--- src/rtl/counter_datacheck.sv ---
// rtl/counter_datacheck.sv - receive-side checker for the incrementing counter stream; finds and locks the bit rotation, then counts errors.
// Optional first-error capture ports enabled by defining COUNTER_DATACHECK_FIRST_ERR_EN.
module counter_datacheck #(
  parameter int unsigned LOCK_COUNT = 16,
  parameter int unsigned LOSS_COUNT = 4,
  parameter int unsigned CNT_W      = 32
) (
  input  logic             clk,
  input  logic             rst,
  input  logic [7:0]       data_in,
  input  logic             data_valid,
  output logic [7:0]       data_out,
  output logic             data_out_valid,
  output logic [2:0]       rot_sel,
  output logic             locked,
  output logic             lock_lost,
  output logic [CNT_W-1:0] err_count,
  output logic [CNT_W-1:0] word_count
`ifdef COUNTER_DATACHECK_FIRST_ERR_EN
  ,
  output logic [7:0]       first_err_exp,
  output logic [7:0]       first_err_got,
  output logic             first_err_vld
`endif
);

  typedef enum logic {
    S_SEARCH = 1'b0,
    S_LOCKED = 1'b1
  } state_t;

  // The match that lands on LOCK_LAST is the (LOCK_COUNT-1)th +1 step after the priming word.
  localparam logic [7:0] LOCK_LAST = 8'(LOCK_COUNT - 2);
  localparam logic [7:0] LOSS_LAST = 8'(LOSS_COUNT - 1);

  state_t           state_q;
  logic [2:0]       rot_q;
  logic             primed_q;
  logic [7:0]       prev_q;
  logic [7:0]       match_cnt_q;
  logic [7:0]       miss_cnt_q;
  logic [7:0]       expected_q;
  logic [7:0]       dout_q;
  logic             dout_valid_q;
  logic             lock_lost_q;
  logic [CNT_W-1:0] err_q;
  logic [CNT_W-1:0] word_q;

`ifdef COUNTER_DATACHECK_FIRST_ERR_EN
  logic [7:0]       fe_exp_q;
  logic [7:0]       fe_got_q;
  logic             fe_vld_q;
`endif

  logic [7:0]       rotated;
  logic [7:0]       prev_inc;
  logic             seq_match;
  logic             exp_match;
  logic [CNT_W-1:0] err_d;
  logic [CNT_W-1:0] word_d;

  // rotated[i] = data_in[(i + rot_q) mod 8]
  always_comb begin
    rotated = data_in;
    case (rot_q)
      3'd0: rotated = data_in;
      3'd1: rotated = {data_in[0],   data_in[7:1]};
      3'd2: rotated = {data_in[1:0], data_in[7:2]};
      3'd3: rotated = {data_in[2:0], data_in[7:3]};
      3'd4: rotated = {data_in[3:0], data_in[7:4]};
      3'd5: rotated = {data_in[4:0], data_in[7:5]};
      3'd6: rotated = {data_in[5:0], data_in[7:6]};
      3'd7: rotated = {data_in[6:0], data_in[7]};
      default: rotated = data_in;
    endcase
  end

  assign prev_inc  = prev_q + 8'd1;
  assign seq_match = (rotated == prev_inc);
  assign exp_match = (rotated == expected_q);
  assign err_d     = (err_q  == {CNT_W{1'b1}}) ? err_q  : err_q  + CNT_W'(1);
  assign word_d    = (word_q == {CNT_W{1'b1}}) ? word_q : word_q + CNT_W'(1);

  always_ff @(posedge clk) begin
    if (rst) begin
      state_q      <= S_SEARCH;
      rot_q        <= 3'd0;
      primed_q     <= 1'b0;
      prev_q       <= 8'd0;
      match_cnt_q  <= 8'd0;
      miss_cnt_q   <= 8'd0;
      expected_q   <= 8'd0;
      dout_q       <= 8'd0;
      dout_valid_q <= 1'b0;
      lock_lost_q  <= 1'b0;
      err_q        <= '0;
      word_q       <= '0;
`ifdef COUNTER_DATACHECK_FIRST_ERR_EN
      fe_exp_q     <= 8'd0;
      fe_got_q     <= 8'd0;
      fe_vld_q     <= 1'b0;
`endif
    end else begin
      lock_lost_q  <= 1'b0;
      dout_valid_q <= data_valid;
      if (data_valid) begin
        dout_q <= rotated;
        case (state_q)
          S_SEARCH: begin
            if (!primed_q) begin
              prev_q   <= rotated;
              primed_q <= 1'b1;
            end else if (seq_match) begin
              prev_q      <= rotated;
              match_cnt_q <= match_cnt_q + 8'd1;
              if (match_cnt_q == LOCK_LAST) begin
                state_q    <= S_LOCKED;
                expected_q <= rotated + 8'd1;
                miss_cnt_q <= 8'd0;
              end
            end else begin
              rot_q       <= rot_q + 3'd1;
              match_cnt_q <= 8'd0;
              primed_q    <= 1'b0;
            end
          end
          S_LOCKED: begin
            word_q     <= word_d;
            // Expected free-runs so a single corrupted word costs exactly one error.
            expected_q <= expected_q + 8'd1;
            if (exp_match) begin
              miss_cnt_q <= 8'd0;
            end else begin
              err_q      <= err_d;
              miss_cnt_q <= miss_cnt_q + 8'd1;
`ifdef COUNTER_DATACHECK_FIRST_ERR_EN
              if (!fe_vld_q) begin
                fe_exp_q <= expected_q;
                fe_got_q <= rotated;
                fe_vld_q <= 1'b1;
              end
`endif
              if (miss_cnt_q == LOSS_LAST) begin
                state_q     <= S_SEARCH;
                primed_q    <= 1'b0;
                match_cnt_q <= 8'd0;
                lock_lost_q <= 1'b1;
              end
            end
          end
          default: state_q <= S_SEARCH;
        endcase
      end
    end
  end

  assign data_out       = dout_q;
  assign data_out_valid = dout_valid_q;
  assign rot_sel        = rot_q;
  assign locked         = (state_q == S_LOCKED);
  assign lock_lost      = lock_lost_q;
  assign err_count      = err_q;
  assign word_count     = word_q;

`ifdef COUNTER_DATACHECK_FIRST_ERR_EN
  assign first_err_exp  = fe_exp_q;
  assign first_err_got  = fe_got_q;
  assign first_err_vld  = fe_vld_q;
`endif

endmodule
--- config.mk ---
export PLATFORM = sky130hd
export DESIGN_NAME = counter_datacheck
export DESIGN_NICKNAME = d
export VERILOG_FILES = /design/src/rtl/counter_datacheck.sv
export SDC_FILE = /design/constraint.sdc
export NUM_CORES = 1
export LEC_CHECK = 0
export ABC_AREA = 1
export CAP_MARGIN = 40
export CORE_MARGIN = 5
export CORE_UTILIZATION = 60
export CTS_CLUSTER_DIAMETER = 200
export DETAILED_ROUTE_END_ITERATION = 16
export PLACE_DENSITY_LB_ADDON = 0.05
export SKIP_CTS_REPAIR_TIMING = 1
export SLEW_MARGIN = 20
export SYNTH_ARGS = -nofsm -noshare
export SYNTH_HDL_FRONTEND = slang
export SYNTH_SLANG_ARGS = --single-unit
--- constraint.sdc ---
create_clock -name clk -period 3.4 [get_ports clk]
set_input_delay 0.34 -clock clk [delete_from_list [all_inputs] [get_ports clk]]
set_output_delay 0.34 -clock clk [all_outputs]
set_load 0.02 [all_outputs]
=== Word-level counts from Yosys, hierarchy flattened ===
Cells that the tools add are included.

* Bits in registers: 111
* Input bits: 11
* Output and inout bits: 78

* Add/subtract/negate cells: 8
* Equality and inequality tests: 19
* Multiplexer cells: 29
* Bitwise operators: 6
* Reductions and logical operators: 9

{| class="wikitable"
|+ Operators by type and width
! cell !! count
|-
| 8-bit two-way mux || 13
|-
| 32-bit by 1-bit adder with 32-bit output (second input constant) || 2
|-
| 32-bit equality test (second input constant) || 2
|-
| 8-bit one-hot mux with 8 select lines || 1
|-
| 8-bit one-hot mux with 2 select lines || 3
|-
| 8-bit by 1-bit adder with 8-bit output (second input constant) || 5
|-
| 8-bit equality test || 2
|-
| 4-bit AND reduction || 4
|-
| 3-bit equality test (second input constant) || 4
|-
| 1-bit two-way mux || 10
|-
| 3-bit AND reduction || 3
|-
| 8-bit by 2-bit equality test with 1-bit output (second input constant) || 1
|-
| 8-bit by 4-bit equality test with 1-bit output (second input constant) || 1
|-
| 2-bit != test (second input constant) || 4
|-
| 3-bit by 2-bit equality test with 1-bit output (second input constant) || 2
|-
| 1-bit inverter || 6
|-
| 2-bit by 1-bit != test with 1-bit output (second input constant) || 2
|-
| 1-bit one-hot mux with 2 select lines || 2
|-
| 4-bit OR reduction || 1
|-
| 3-bit by 1-bit adder with 3-bit output (second input constant) || 1
|-
| 3-bit by 1-bit equality test with 1-bit output (second input constant) || 1
|-
| 3-bit zero test || 1
|}

=== Logic depth before layout (Yosys ltp) ===
Gate-level depths: netlist of the first run.

* Depth after elaboration: 7
* Gate-level depth with buffers: 21

=== Least setup slack after synthesis of the first run ===
OpenSTA, ideal clock, no wires.

* Kind: flip-flop to flip-flop
* From: reg rot_q[2], in the netlist rot_sel[2]
* To: reg match_cnt_q[4]
* Arrival: 2.291 ns
* Data required time: 3.288 ns
* Slack: 0.997 ns
* Stages on the path, launching flop included: 20
* Path buffers: 3
* Clock period less this slack: 2.403 ns
* Path through: dfxtp_1 buf_6 inv_2 ha_1 buf_1 nand2_1 nand3_1 nor2_1 nand2_1 nand2_2 nand2_1 nand2_2 nand2_2 nor2_8 nand3_2 nand3_4 buf_8 nand2_1 nand2_1 nor2_2

* Cells in the longest elaborated chain, start to end: 6
* Elaborated cells between the ends (all ways): 16
* Classes of those cells: eq/ne: 10; mux: 4; reduce/logical: 2

{| class="wikitable"
|+ RTL lines
! item !! RTL line !! source
|-
| start, declared || 37 || <nowiki>logic [2:0] rot_q;</nowiki>
|-
| start signal, assigned || 122 || <nowiki>rot_q <= rot_q + 3'd1;</nowiki>
|-
| 3-bit equality test, or another cell as far along || 65 || <nowiki>case (rot_q)</nowiki>
|-
| 8-bit one-hot mux with 8 select lines (*) || 65 ||
|-
| 8-bit equality test || 79 || <nowiki>assign seq_match = (rotated == prev_inc);</nowiki>
|-
| 8-bit two-way mux || 113 || <nowiki>end else if (seq_match) begin</nowiki>
|-
| 8-bit two-way mux || 110 || <nowiki>if (!primed_q) begin</nowiki>
|-
| 8-bit one-hot mux with 2 select lines || 108 || <nowiki>case (state_q)</nowiki>
|-
| end signal, assigned || 115 || <nowiki>match_cnt_q <= match_cnt_q + 8'd1;</nowiki>
|-
| end, declared || 40 || <nowiki>logic [7:0] match_cnt_q;</nowiki>
|}

Every way passes the cells marked *; elsewhere a longest branch is shown, timed or not. The select of a mux whose other input is x is not followed.
A chain may end at the register's enable or synchronous reset.

=== Worst setup path in the final report of the first run ===
* From: reg rot_q[1], in the netlist rot_sel[1]
* To: reg expected_q[3]

* Cells in the longest elaborated chain, start to end: 7
* Elaborated cells between the ends (all ways): 17
* Classes of those cells: add/sub: 1; eq/ne: 9; mux: 5; reduce/logical: 2

{| class="wikitable"
|+ RTL lines
! item !! RTL line !! source
|-
| 3-bit equality test, or another cell as far along || 65 ||
|-
| 8-bit one-hot mux with 8 select lines (*) || 65 ||
|-
| 8-bit by 1-bit adder with 8-bit output || 118 || <nowiki>expected_q <= rotated + 8'd1;</nowiki>
|-
| 8-bit two-way mux || 116 || <nowiki>if (match_cnt_q == LOCK_LAST) begin</nowiki>
|-
| 8-bit two-way mux || 113 ||
|-
| 8-bit two-way mux || 110 ||
|-
| 8-bit one-hot mux with 2 select lines || 108 ||
|-
| end signal, assigned || 118 ||
|-
| end signal, assigned || 130 || <nowiki>expected_q <= expected_q + 8'd1;</nowiki>
|-
| end, declared || 42 || <nowiki>logic [7:0] expected_q;</nowiki>
|}

Marks and branches as above.

==> impl_results.md, run 1 <==
- Endpoint, Worst Hold: word_count[6]
- Minimum clock period: between 2000 and 3000 ps
- Relative slew slack: 0.512
- CP dominant cell by count: nor2_1
- Die ar.: 15,000 sq um
- Xor/xnor share of the synthesized area: 0.0601
- Routed vias/inst: approximately 5.4
- Vias: 7,498
- Chip width: about 120 um
- Routed WL per cell: 13.7 um
- Fmax: 339 MHz
- Hold Crit Depth: 2
- Clk pin slew, worst setup/hold paths: 80 ps
- Clk_skew: 8.06 ps
- Number of port buffers: between 80 and 90
- Initial cell density of the core: 0.605
- Worst Tran Pin Value: roughly 730 ps
- Final design utilization: 0.694
- Antenna fix cells: 0
- Cell Area, Synth: 7580 sq um
- Vias in the first global route: around 6,900
- I/O Pins: 89
- Non-Filler Instances: 1,387
- Placed cell count: 1,371
- Ys Warns: 0
- Initial antenna violation count: 0
- RR Startpoint: rot_sel[1]
- CP max stage delay: 380 ps
- Post-synth EDFFs: 0
- Total Wirelength: 19,000 um
- Commonest non-fill, non-tap cells in the layout: 262 x nand2_1, 143 x nor2_1, 111 x dfxtp_1, 108 x nand3_1, 106 x inv_1
- Area grow syn2layout: 14.7%
- CP Cell Sequence: inv_1, ha_1, nor2_2, nand2_2, inv_1, nor2_1, nand2_1, nand2_4, nand2_1, nand2_1, nor2_1, nand2_2, nor2_4, nand2_2, nand2_4, inv_1, nor2_1, nor2_1
- Num rows: 41
- Worst-path maximum fanout: 24
- Setup slack, reg-to-reg: 450 ps
- First-pass GRT wire length: approximately 32,000 um
- Htree depth: 3
- Depth of the worst register-to-register path: 18
- Area of placed instances: 8390 sq um
- Nets: between 1,000 and 1,500
- CTS tree: done
- GP Congestion: 0.945
- Syn_area_per_cell: 6.59 sq um
- Core area: approximately 13,000 sq um
- Most common cell after layout, fill and taps aside: nand2_1
- Post-route cell area: 8690 sq um
- Synth Instances: 1,149
- Crit share post-route: 0.869
- Worst vdd ir: between 0.3 and 0.4 mV
- Sink Count: 111
- Max cap viols: 0
- DR pass1 iterations: 5
- Worst flop-to-flop path endpoint: expected_q[3]
- Post-synthesis simple-gate area fraction: 0.421
- Post-synthesis sequential area ratio: 0.293
- Clock buffer depth: 2
- Final ANT Viol Nets: 0
- HP Start: word_count[6]
- PwrDens: 345 nW/um^2
- Hold WC Path Type: flop to flop
- CP startpoint: rot_sel[1]
- Largest net degree at the start of global routing: 62
- Setup CP Type: flop to flop
- Drt first-iter violations: 623
- Die height: 122 um
- Critical Path Source Type: flop
- Final slew viol count: 0
- Unrepaired setup endpoints after global routing: no
- Post-synthesis compound-gate area fraction: 0.105
- Asr flop ratio synth: 0
- Crit path max-delay cell type: dfxtp_1
- Synth cell types: 43
- Outcome: complete, no violations
- Post-Syn Nets: 1,173
- Post-DP HPWL: 13,700 um
- TNS Setup: 0 ps
- Residual DRC: 0
- Crit. End Element: flop
- Post-synthesis mux area share: 0
- GR Overflow Total: 0
- Share of layout cells above drive strength 1: 0.114
- Power, Total: 3.00 mW
- Final hold violation count: 0
- Largest family of logic cells by synthesized area: simple AND/OR/NAND/NOR gates
- Critical path arrival: 3210 ps
- Overall routing resource usage: 0.260
- Final setup viols: 0
- Latest clock arrival within the worst-skew pair: 360 ps
- Synth Area in Adders: 0.0215
- Total CTS buffers: 9
- Worst path required time: between 3000 and 4000 ps
- Leak: 3.40 nW
- Root buf cell: clkbuf_16
- Post-synthesis register bit count: about 110
- Predominant post-synthesis flop cell: dfxtp_1
==> critical path, delay by kind of cell, from the launching register on <==
kind	cells	cell delay, ps
DFF	1	380
and+or+nand+nor	14	1610
adders and majority gates	1	350
buffers and inverters	3	490
==> final cells by class <==
| cell class | instances | area (sq um) |
|---|---|---|
| sequential | 111 | 2220 |
| multi-input combinational | 881 | 4600 |
| inverter | 111 | 417 |
| fill | 1146 | 3830 |
| clock buffer | 9 | 225 |
| tap | 172 | 215 |
| clock inverter | 7 | 71.3 |
| timing repair buffer | 96 | 936 |
==> kinds of logic (layout without fill, tap and decap cells) <==
| kind of cell | count (synthesis) | in the layout |
|---|---|---|
| compound gates | 133 | 133 |
| simple gates | 683 | 683 |
| xor+xnor | 52 | 52 |
| buf+inv | 157 | 223 |
| flops | 111 | 111 |
| fa+ha+maj | 13 | 13 |
==> Yosys cell counts, types with 3 or more instances <==
master | number | area [sq um]
a21oi_1 | 44 | 220
a21oi_2 | 28 | 245
buf_1 | 3 | 11.3
buf_2 | 7 | 35.0
buf_4 | 3 | 22.5
buf_6 | 10 | 113
clkbuf_1 | 17 | 63.8
dfxtp_1 | 111 | 2220
ha_1 | 13 | 163
inv_1 | 107 | 402
inv_2 | 3 | 11.3
nand2_1 | 262 | 983
nand2_2 | 54 | 338
nand2_4 | 4 | 45.0
nand3_1 | 108 | 541
nand3b_1 | 4 | 30.0
nand4_1 | 30 | 188
nor2_1 | 143 | 537
nor2_2 | 12 | 75.1
nor3_1 | 35 | 175
nor4_1 | 16 | 100
o21a_1 | 4 | 30.0
o21ai_0 | 34 | 170
o21ai_1 | 18 | 90.1
or2_4 | 3 | 26.3
xnor2_1 | 17 | 149
xor2_1 | 35 | 307
==> how the worst max path moves through the flow <==
stage	end	slack, ps	cells past startpoint
final	expected_q[3]	450	18
after global routing	expected_q[7]	90	18
after global placement	expected_q[3]	530	17
after detailed placement	expected_q[3]	510	18
after floorplan	match_cnt_q[4]	1000	19
after CTS	expected_q[3]	460	18
==> flip-flops by register name, summed over array words and instances, names as in the netlist <==
signal          count
rot_sel             3
miss_cnt_q          8
err_count          32
lock_lost           1
data_out            8
expected_q          8
data_out_valid      1
prev_q              8
locked              1
primed_q            1
word_count         32
match_cnt_q         8
==> per-layer routing <==
metal / global-route usage / wire (um) / vias up
li1: - / - / 3835
met4: 0.0784 / 304 / 0
met3: 0.0470 / 1010 / 32
met1: 0.360 / 8910 / 3407
met5: 0 / 0 / -
met2: 0.415 / 8790 / 224
==> metrics by stage <==
step / hold WS (ps) / worst slack [ps]
2_1_floorplan: 465 / 997
3_3_place_gp: 483 / 529
3_5_place_dp: 493 / 510
4_1_cts: 505 / 458
5_1_grt: 534 / 86.2
6_report: 504 / 446
==> power breakdown <==
part / total, mW / leakage [nW] / internal, mW / switching [mW]
sequential: 1.38 / 0.901 / 1.34 / 0.0439
combinational: 0.570 / 2.35 / 0.191 / 0.379
clock: 1.05 / 0.142 / 0.514 / 0.534
(Power assumes the default switching activity.)
==> inputs of run 2 (changes only) <==
--- a/config.mk
+++ b/config.mk
@@ -8,7 +8,7 @@
 export ABC_AREA = 1
 export CAP_MARGIN = 40
 export CORE_MARGIN = 5
-export CORE_UTILIZATION = 60
+export CORE_UTILIZATION = 35
 export CTS_CLUSTER_DIAMETER = 200
 export DETAILED_ROUTE_END_ITERATION = 16
 export PLACE_DENSITY_LB_ADDON = 0.05
==> run 2 against run 1 <==
  * Worst hold slack worse by 220 ps
  * Utilization shrank 28 points
  * Fmax fell by 1.5%
  * Sequential share of layout area down 0.42 points
  * First-iteration DRC count down 41%
  * Cell count is 7.6% higher
  * Die area is 65% higher
  * Critical path type unchanged
  * Critical endpoint is now expected_q[5]
  * Highest routed layer unchanged
==> impl_results.md, run 2 (same netlist as run 1, synthesis figures left out) <==
- Worst Tran Pin Value: 741 ps (+9.23 ps)
- Outcome: complete, no violations
- Fill count: 2,286 (+99%)
- Hold Crit Depth: 4 (+2)
- Critical path arrival: 3250 ps (+40 ps)
- Sink Count: 111 (unchanged)
- Max cap viols: 0 (unchanged)
- Total Wirelength: 21,500 um (+13%)
- Area of placed instances: 8540 sq um (+1.8%)
- Die ar.: 24,700 sq um (+65%)
- Antenna fix cells: 0 (unchanged)
- Core area: 21,200 sq um (+69%)
- Post-DP HPWL: 16,000 um (+17%)
- Top sig layer: met4
- Root buf cell: clkbuf_16
- Crit share post-route: 0.882 (+0.0132)
- First-pass GRT wire length: 35,900 um (+11%)
- Reg area: 2220 sq um (unchanged)
- Final ANT Viol Nets: 0 (unchanged)
- Largest net degree at the start of global routing: 51 (-18%)
- Relative slew slack: 0.506 (-0.00615)
- Final slew viol count: 0 (unchanged)
- Vias in the first global route: 6,906 (+0.63%)
- Latest clock arrival within the worst-skew pair: 350 ps (about the same)
- Overall routing resource usage: 0.176 (-0.0842)
- Die height: 157 um (+28%)
- Leak: 3.41 nW (+0.27%)
- Routed WL per cell: 14.4 um (+5.0%)
- TNS Setup: 0 ps (unchanged)
- HP Start: rst
- Worst-path maximum fanout: 24 (unchanged)
- Clk_skew: 15.0 ps (+6.95 ps)
- Setup CP Type: flop to flop
- GP Congestion: 0.879 (-7.0%)
- PwrDens: 340 nW/um^2 (-1.5%)
- Combinational Power Share: 0.197 (+0.007)
- Worst vdd ir: 0.197 mV (-36%)
- Endpoint, Worst Hold: err_count[10]
- Area grow syn2layout: 16.6%
- Final setup viols: 0 (unchanged)
- Worst flop-to-flop path endpoint: expected_q[5]
- Internal power: 2.04 mW (-0.29%)
- Initial cell density of the core: 0.358 (-0.247)
- Metal2 WL: 9500 um (+8.0%)
- I/O Pins: 89 (unchanged)
- CTS tree: done
- Htree depth: 3 (unchanged)
- Hold WC Path Type: input port to flop
- RR Startpoint: rot_sel[1]
- GR Overflow Total: 0 (unchanged)
- Met3 Routed Length: 796 um (-21%)
- Setup slack, reg-to-reg: 400 ps (-40 ps)
- Worst path required time: 3650 ps (about the same)
- Clock Power Share: 0.343 (-0.006)
- Num rows: 53 (+29%)
- Minimum clock period: 3000 ps (+44.9 ps)
- Drt first-iter violations: 369 (-41%)
- Routed vias/inst: 4.86 (-10%)
- Clock buffer depth: 2 (unchanged)
- NetSw: 0.967 mW (+1.1%)
- Total CTS buffers: 9 (unchanged)
- Final hold violation count: 0 (unchanged)
- Footprint of the multi-input gates: 4600 sq um (unchanged)
- Fmax: 333 MHz (-1.5%)
- Most common cell after layout, fill and taps aside: nand2_1
- Initial antenna violation count: 0 (unchanged)
- DRT met1 WL: 11,000 um (+24%)
- Commonest non-fill, non-tap cells in the layout: 262 x nand2_1, 143 x nor2_1, 111 x dfxtp_1, 108 x nand3_1, 106 x inv_1
- Residual DRC: 0 (unchanged)
- Critical Path Source Type: flop
- DR pass1 iterations: 5 (unchanged)
- Nets: 1,238 (+0.32%)
- Post-route cell area: 8840 sq um (+1.7%)
- Number of port buffers: 88 (unchanged)
- Unrepaired setup endpoints after global routing: no
- Depth of the worst register-to-register path: 18 (unchanged)
- Share of layout cells above drive strength 1: 0.116 (+0.00218)
- Chip width: 157 um (+28%)
- Part of the power in registers: 0.460 (about the same)
- Vias: 7,263 (-3.1%)
- Switching share of power: 0.322 (+0.00307)
- Crit. End Element: flop
- Clk pin slew, worst setup/hold paths: 80 ps (about the same)
run 2: cell count changes in the layout (fill, tap and decap cells not counted), sizes merged:
| cell | delta |
|---|---|
| clkinvlp | +2 |
| buf | +4 |
| clkinv | -6 |
| clkbuf | +1 |
| inv | +2 |
run 2: layer usage:
metal / track usage / vias to the layer above
li1: - / 3843
met1: 0.259 / 3279
met2: 0.277 / 128
met3: 0.0258 / 13
met4: 0.0344 / 0
met5: 0 / -
run 2: worst max-delay path by stage:
stage	cells after the start	from	slack [ps]	endpoint
after detailed placement	18	rot_sel[1]	410	expected_q[5]
final	18	rot_sel[1]	400	expected_q[5]
after CTS	18	rot_sel[1]	380	expected_q[5]
after global placement	18	rot_sel[1]	390	expected_q[2]
after floorplan	19	rot_sel[2]	1000	match_cnt_q[4]
after global routing	17	rot_sel[1]	90	expected_q[5]
run 2: area by class of cell:
class	count	area share
Multi-Input combinational cell	881	0.521
Sequential cell	111	0.251
Clock inverter	5	0.00481
Tap cell	275	0.0389
Inverter	111	0.0472
Timing Repair Buffer	100	0.111
Clock buffer	10	0.0259
run 2: critical path: stages, from the launching register on:
cell	delay, ps
dfxtp_1	390
inv_1	110
ha_1	350
nor2_2	150
nand2_2	150
inv_1	190
nor2_1	70
nand2_1	190
nand2_4	100
nand2_1	70
nand2_1	50
nor2_1	130
nand2_2	90
nor2_4	140
nand2_2	80
nand2_4	220
inv_1	200
nor2_1	130
nor2_1	50
run 2: power groups by stage:
| stage | Combinational, mW | Clock (mW) | Sequential, mW |
|---|---|---|---|
| 2_1_floorplan | 0.434 | 0 | 1.42 |
| 3_3_place_gp | 0.594 | 0 | 1.41 |
| 3_5_place_dp | 0.589 | 0 | 1.41 |
| 4_1_cts | 0.592 | 1.07 | 1.38 |
| 5_1_grt | 0.664 | 1.12 | 1.39 |
| 6_report | 0.592 | 1.03 | 1.38 |
run 2: per-stage QoR:
stage / power, mW / hold WS, ps / utilization / cells / setup WS (ps)
2_1_floorplan: 1.85 / 465 / - / 1149 / 997
3_3_place_gp: 2.01 / 487 / 0.404 / 1477 / 385
3_5_place_dp: 2.00 / 488 / 0.404 / 1477 / 408
4_1_cts: 3.05 / 502 / 0.417 / 1492 / 384
5_1_grt: 3.17 / 286 / 0.418 / 1493 / 94.4
6_report: 3.01 / 282 / 0.418 / 1493 / 401
==> inputs of run 3 (changes only) <==
--- a/config.mk
+++ b/config.mk
@@ -11,6 +11,7 @@
 export CORE_UTILIZATION = 35
 export CTS_CLUSTER_DIAMETER = 200
 export DETAILED_ROUTE_END_ITERATION = 16
+export HOLD_SLACK_MARGIN = 0.15
 export PLACE_DENSITY_LB_ADDON = 0.05
 export SKIP_CTS_REPAIR_TIMING = 1
 export SLEW_MARGIN = 20
==> results of run 3 <==
Final layout, timing and power as in run 2 (identical DEF).
==> patch, RTL diff (flow settings as in run 1) <==
Add a define of `COUNTER_DATACHECK_FIRST_ERR_EN`.
--- a/src/rtl/counter_datacheck.sv
+++ b/src/rtl/counter_datacheck.sv
@@ -1,4 +1,6 @@
 // rtl/counter_datacheck.sv - receive-side checker for the incrementing counter stream; finds and locks the bit rotation, then counts errors.
 // Optional first-error capture ports enabled by defining COUNTER_DATACHECK_FIRST_ERR_EN.
+`define COUNTER_DATACHECK_FIRST_ERR_EN
+
 module counter_datacheck #(
   parameter int unsigned LOCK_COUNT = 16,
Function (old outputs only; new: first_err_exp, first_err_got and first_err_vld): kept (Yosys induction, for registers that start in step).
==> patch against run 1 <==
Area after synthesis is 5.4% higher. Routed wire length is 19% higher. Count of clock-buffer cells in the layout rose by 13. Sequential cell count is 17 higher. Power increased by 35%. Global-route usage is 2.0 points higher. Critical endpoint is now first_err_got[4]$_SDFFE_PP0P_. Worst setup slack lost 160 ps. Cell area up 12%.
==> patch: results (changes against run 1) <==
Yosys
  • Register area share after synthesis: 32.10% (+2.8 points)
  • Post-synth cell types: 40 (-7.0%)
  • Syn_nets: 1278 (+9.0%)
  • Top post-synthesis cells by count: 366 x nand2_1, 131 x nor2_1, 128 x dfxtp_1

Clocking
  • Clock H-tree levels: 4 (+1)
  • Worst-skew pair later-pin latency: 430 ps (+70 ps)
  • CTS clk-pin slew, worst paths: 60 ps (-20 ps)
  • CTS buffer count: 17 (+8)

Drt
  • Routed WL: 22570 um (+19%)
  • 1st-iter DRT viols: 928 (+49%)
  • Metal-1 WL: 10300 um (+16%)
  • WL met2: 10290 um (+17%)
  • Vias/cell: 5.527 (+2.2%)
  • Met3 Wirelength: 1536 um (+51%)

Setup path
  • Reg2reg setup slack: 290 ps (-160 ps)
  • WP data arrival: 3460 ps (+250 ps)
  • CP max FO: 20 (-17%)
  • R2R cell count: 17 (-1)
  • Worst setup endpoint: first_err_got[4]$_SDFFE_PP0P_
  • Crit-path max cell delay: 400 ps (+20 ps)

STA
  • Final worst-path cycle share: 91.56% (+4.7 points)
  • Hold slack: 441.8 ps (-61.96 ps)
  • Worst Tran Pin Value: 844.2 ps (+112.2 ps)

Hold path
  • Min-Delay Endpoint: word_count[21]$_SDFFE_PP0P_
  • Worst min-delay path class: primary input to register

Global route
  • GRT Total Usage: 28.04% (+2.0 points)
  • Largest net degree at the start of global routing: 77 (+24%)

Placement
  • Place WS: 232.9 ps (-277.4 ps)
  • Count of input and output buffers: 105 (+19%)
  • Post-DP HPWL: 16010 um (+17%)
  • Gpl congestion: 0.9805 (+3.8%)

Run status
  • Status: finished, final reports clean

Finish
  • Final #Nets: 1367 (+11%)

Power
  • Leakage: 0.003853 uW (+13%)
  • VDD IR-drop max: 358.4 uV (+16%)
-- patch: changes by cell type after synthesis, sizes merged, moves of 14 or more --
| cell | before | now |
|---|---|---|
| nand4 | 30 | 60 |
| a21oi | 72 | 99 |
| clkbuf | 17 | 31 |
| dfxtp | 111 | 128 |
| o21ai | 53 | 34 |
| inv | 110 | 130 |
| nand2 | 322 | 385 |
| nand3 | 110 | 80 |
-- patch: logic make-up after synthesis --
| group | count (synthesis) | synth area share (%) |
|---|---|---|
| AND/OR/NAND/NOR | 738 | 41.50 |
| buffers and inverters | 180 | 9.404 |
| AO/OA/AOI/OAI | 144 | 9.357 |
| flip-flops | 128 | 32.10 |
| XOR/XNOR | 51 | 5.596 |
| adder cells (fa/ha/maj) | 13 | 2.038 |
-- patch: final cells by class --
type | instances | area (um2)
multi-input combinational | 946 | 4677
timing repair buffer | 118 | 1144
clock inverter | 10 | 156.4
sequential | 128 | 2562
clock buffer | 22 | 474.2
tap | 176 | 220.2
inverter | 132 | 495.5
fill | 1142 | 3408
-- patch: power by group --
group | total, uW | internal [uW] | switching (uW) | leakage, uW
clock network | 1970 | 1280 | 683 | 0.000310
registers | 1570 | 1530 | 33.0 | 0.00104
logic | 515 | 164 | 351 | 0.00251
-- patch: per-stage QoR --
step,total power (uW),util (%),std cells
global route,4181,74.06,1532
CTS,4042,74.00,1532
detailed placement,2098,69.20,1500
finish,4047,74.06,1532
global placement,2093,69.20,1500
floorplan,1955,-,1254
-- patch: tightest hold or removal path: stages --
cell	delay (ps)
buf_2	90
inv_1	220
nand2_1	140
nor2_1	30
-- patch: per-layer routing --
layer  track usage (%)  up-vias
li1                  -     4251
met3             5.714       43
met1             38.31     3831
met5                 0        -
met2             44.92      342
met4             8.546        0
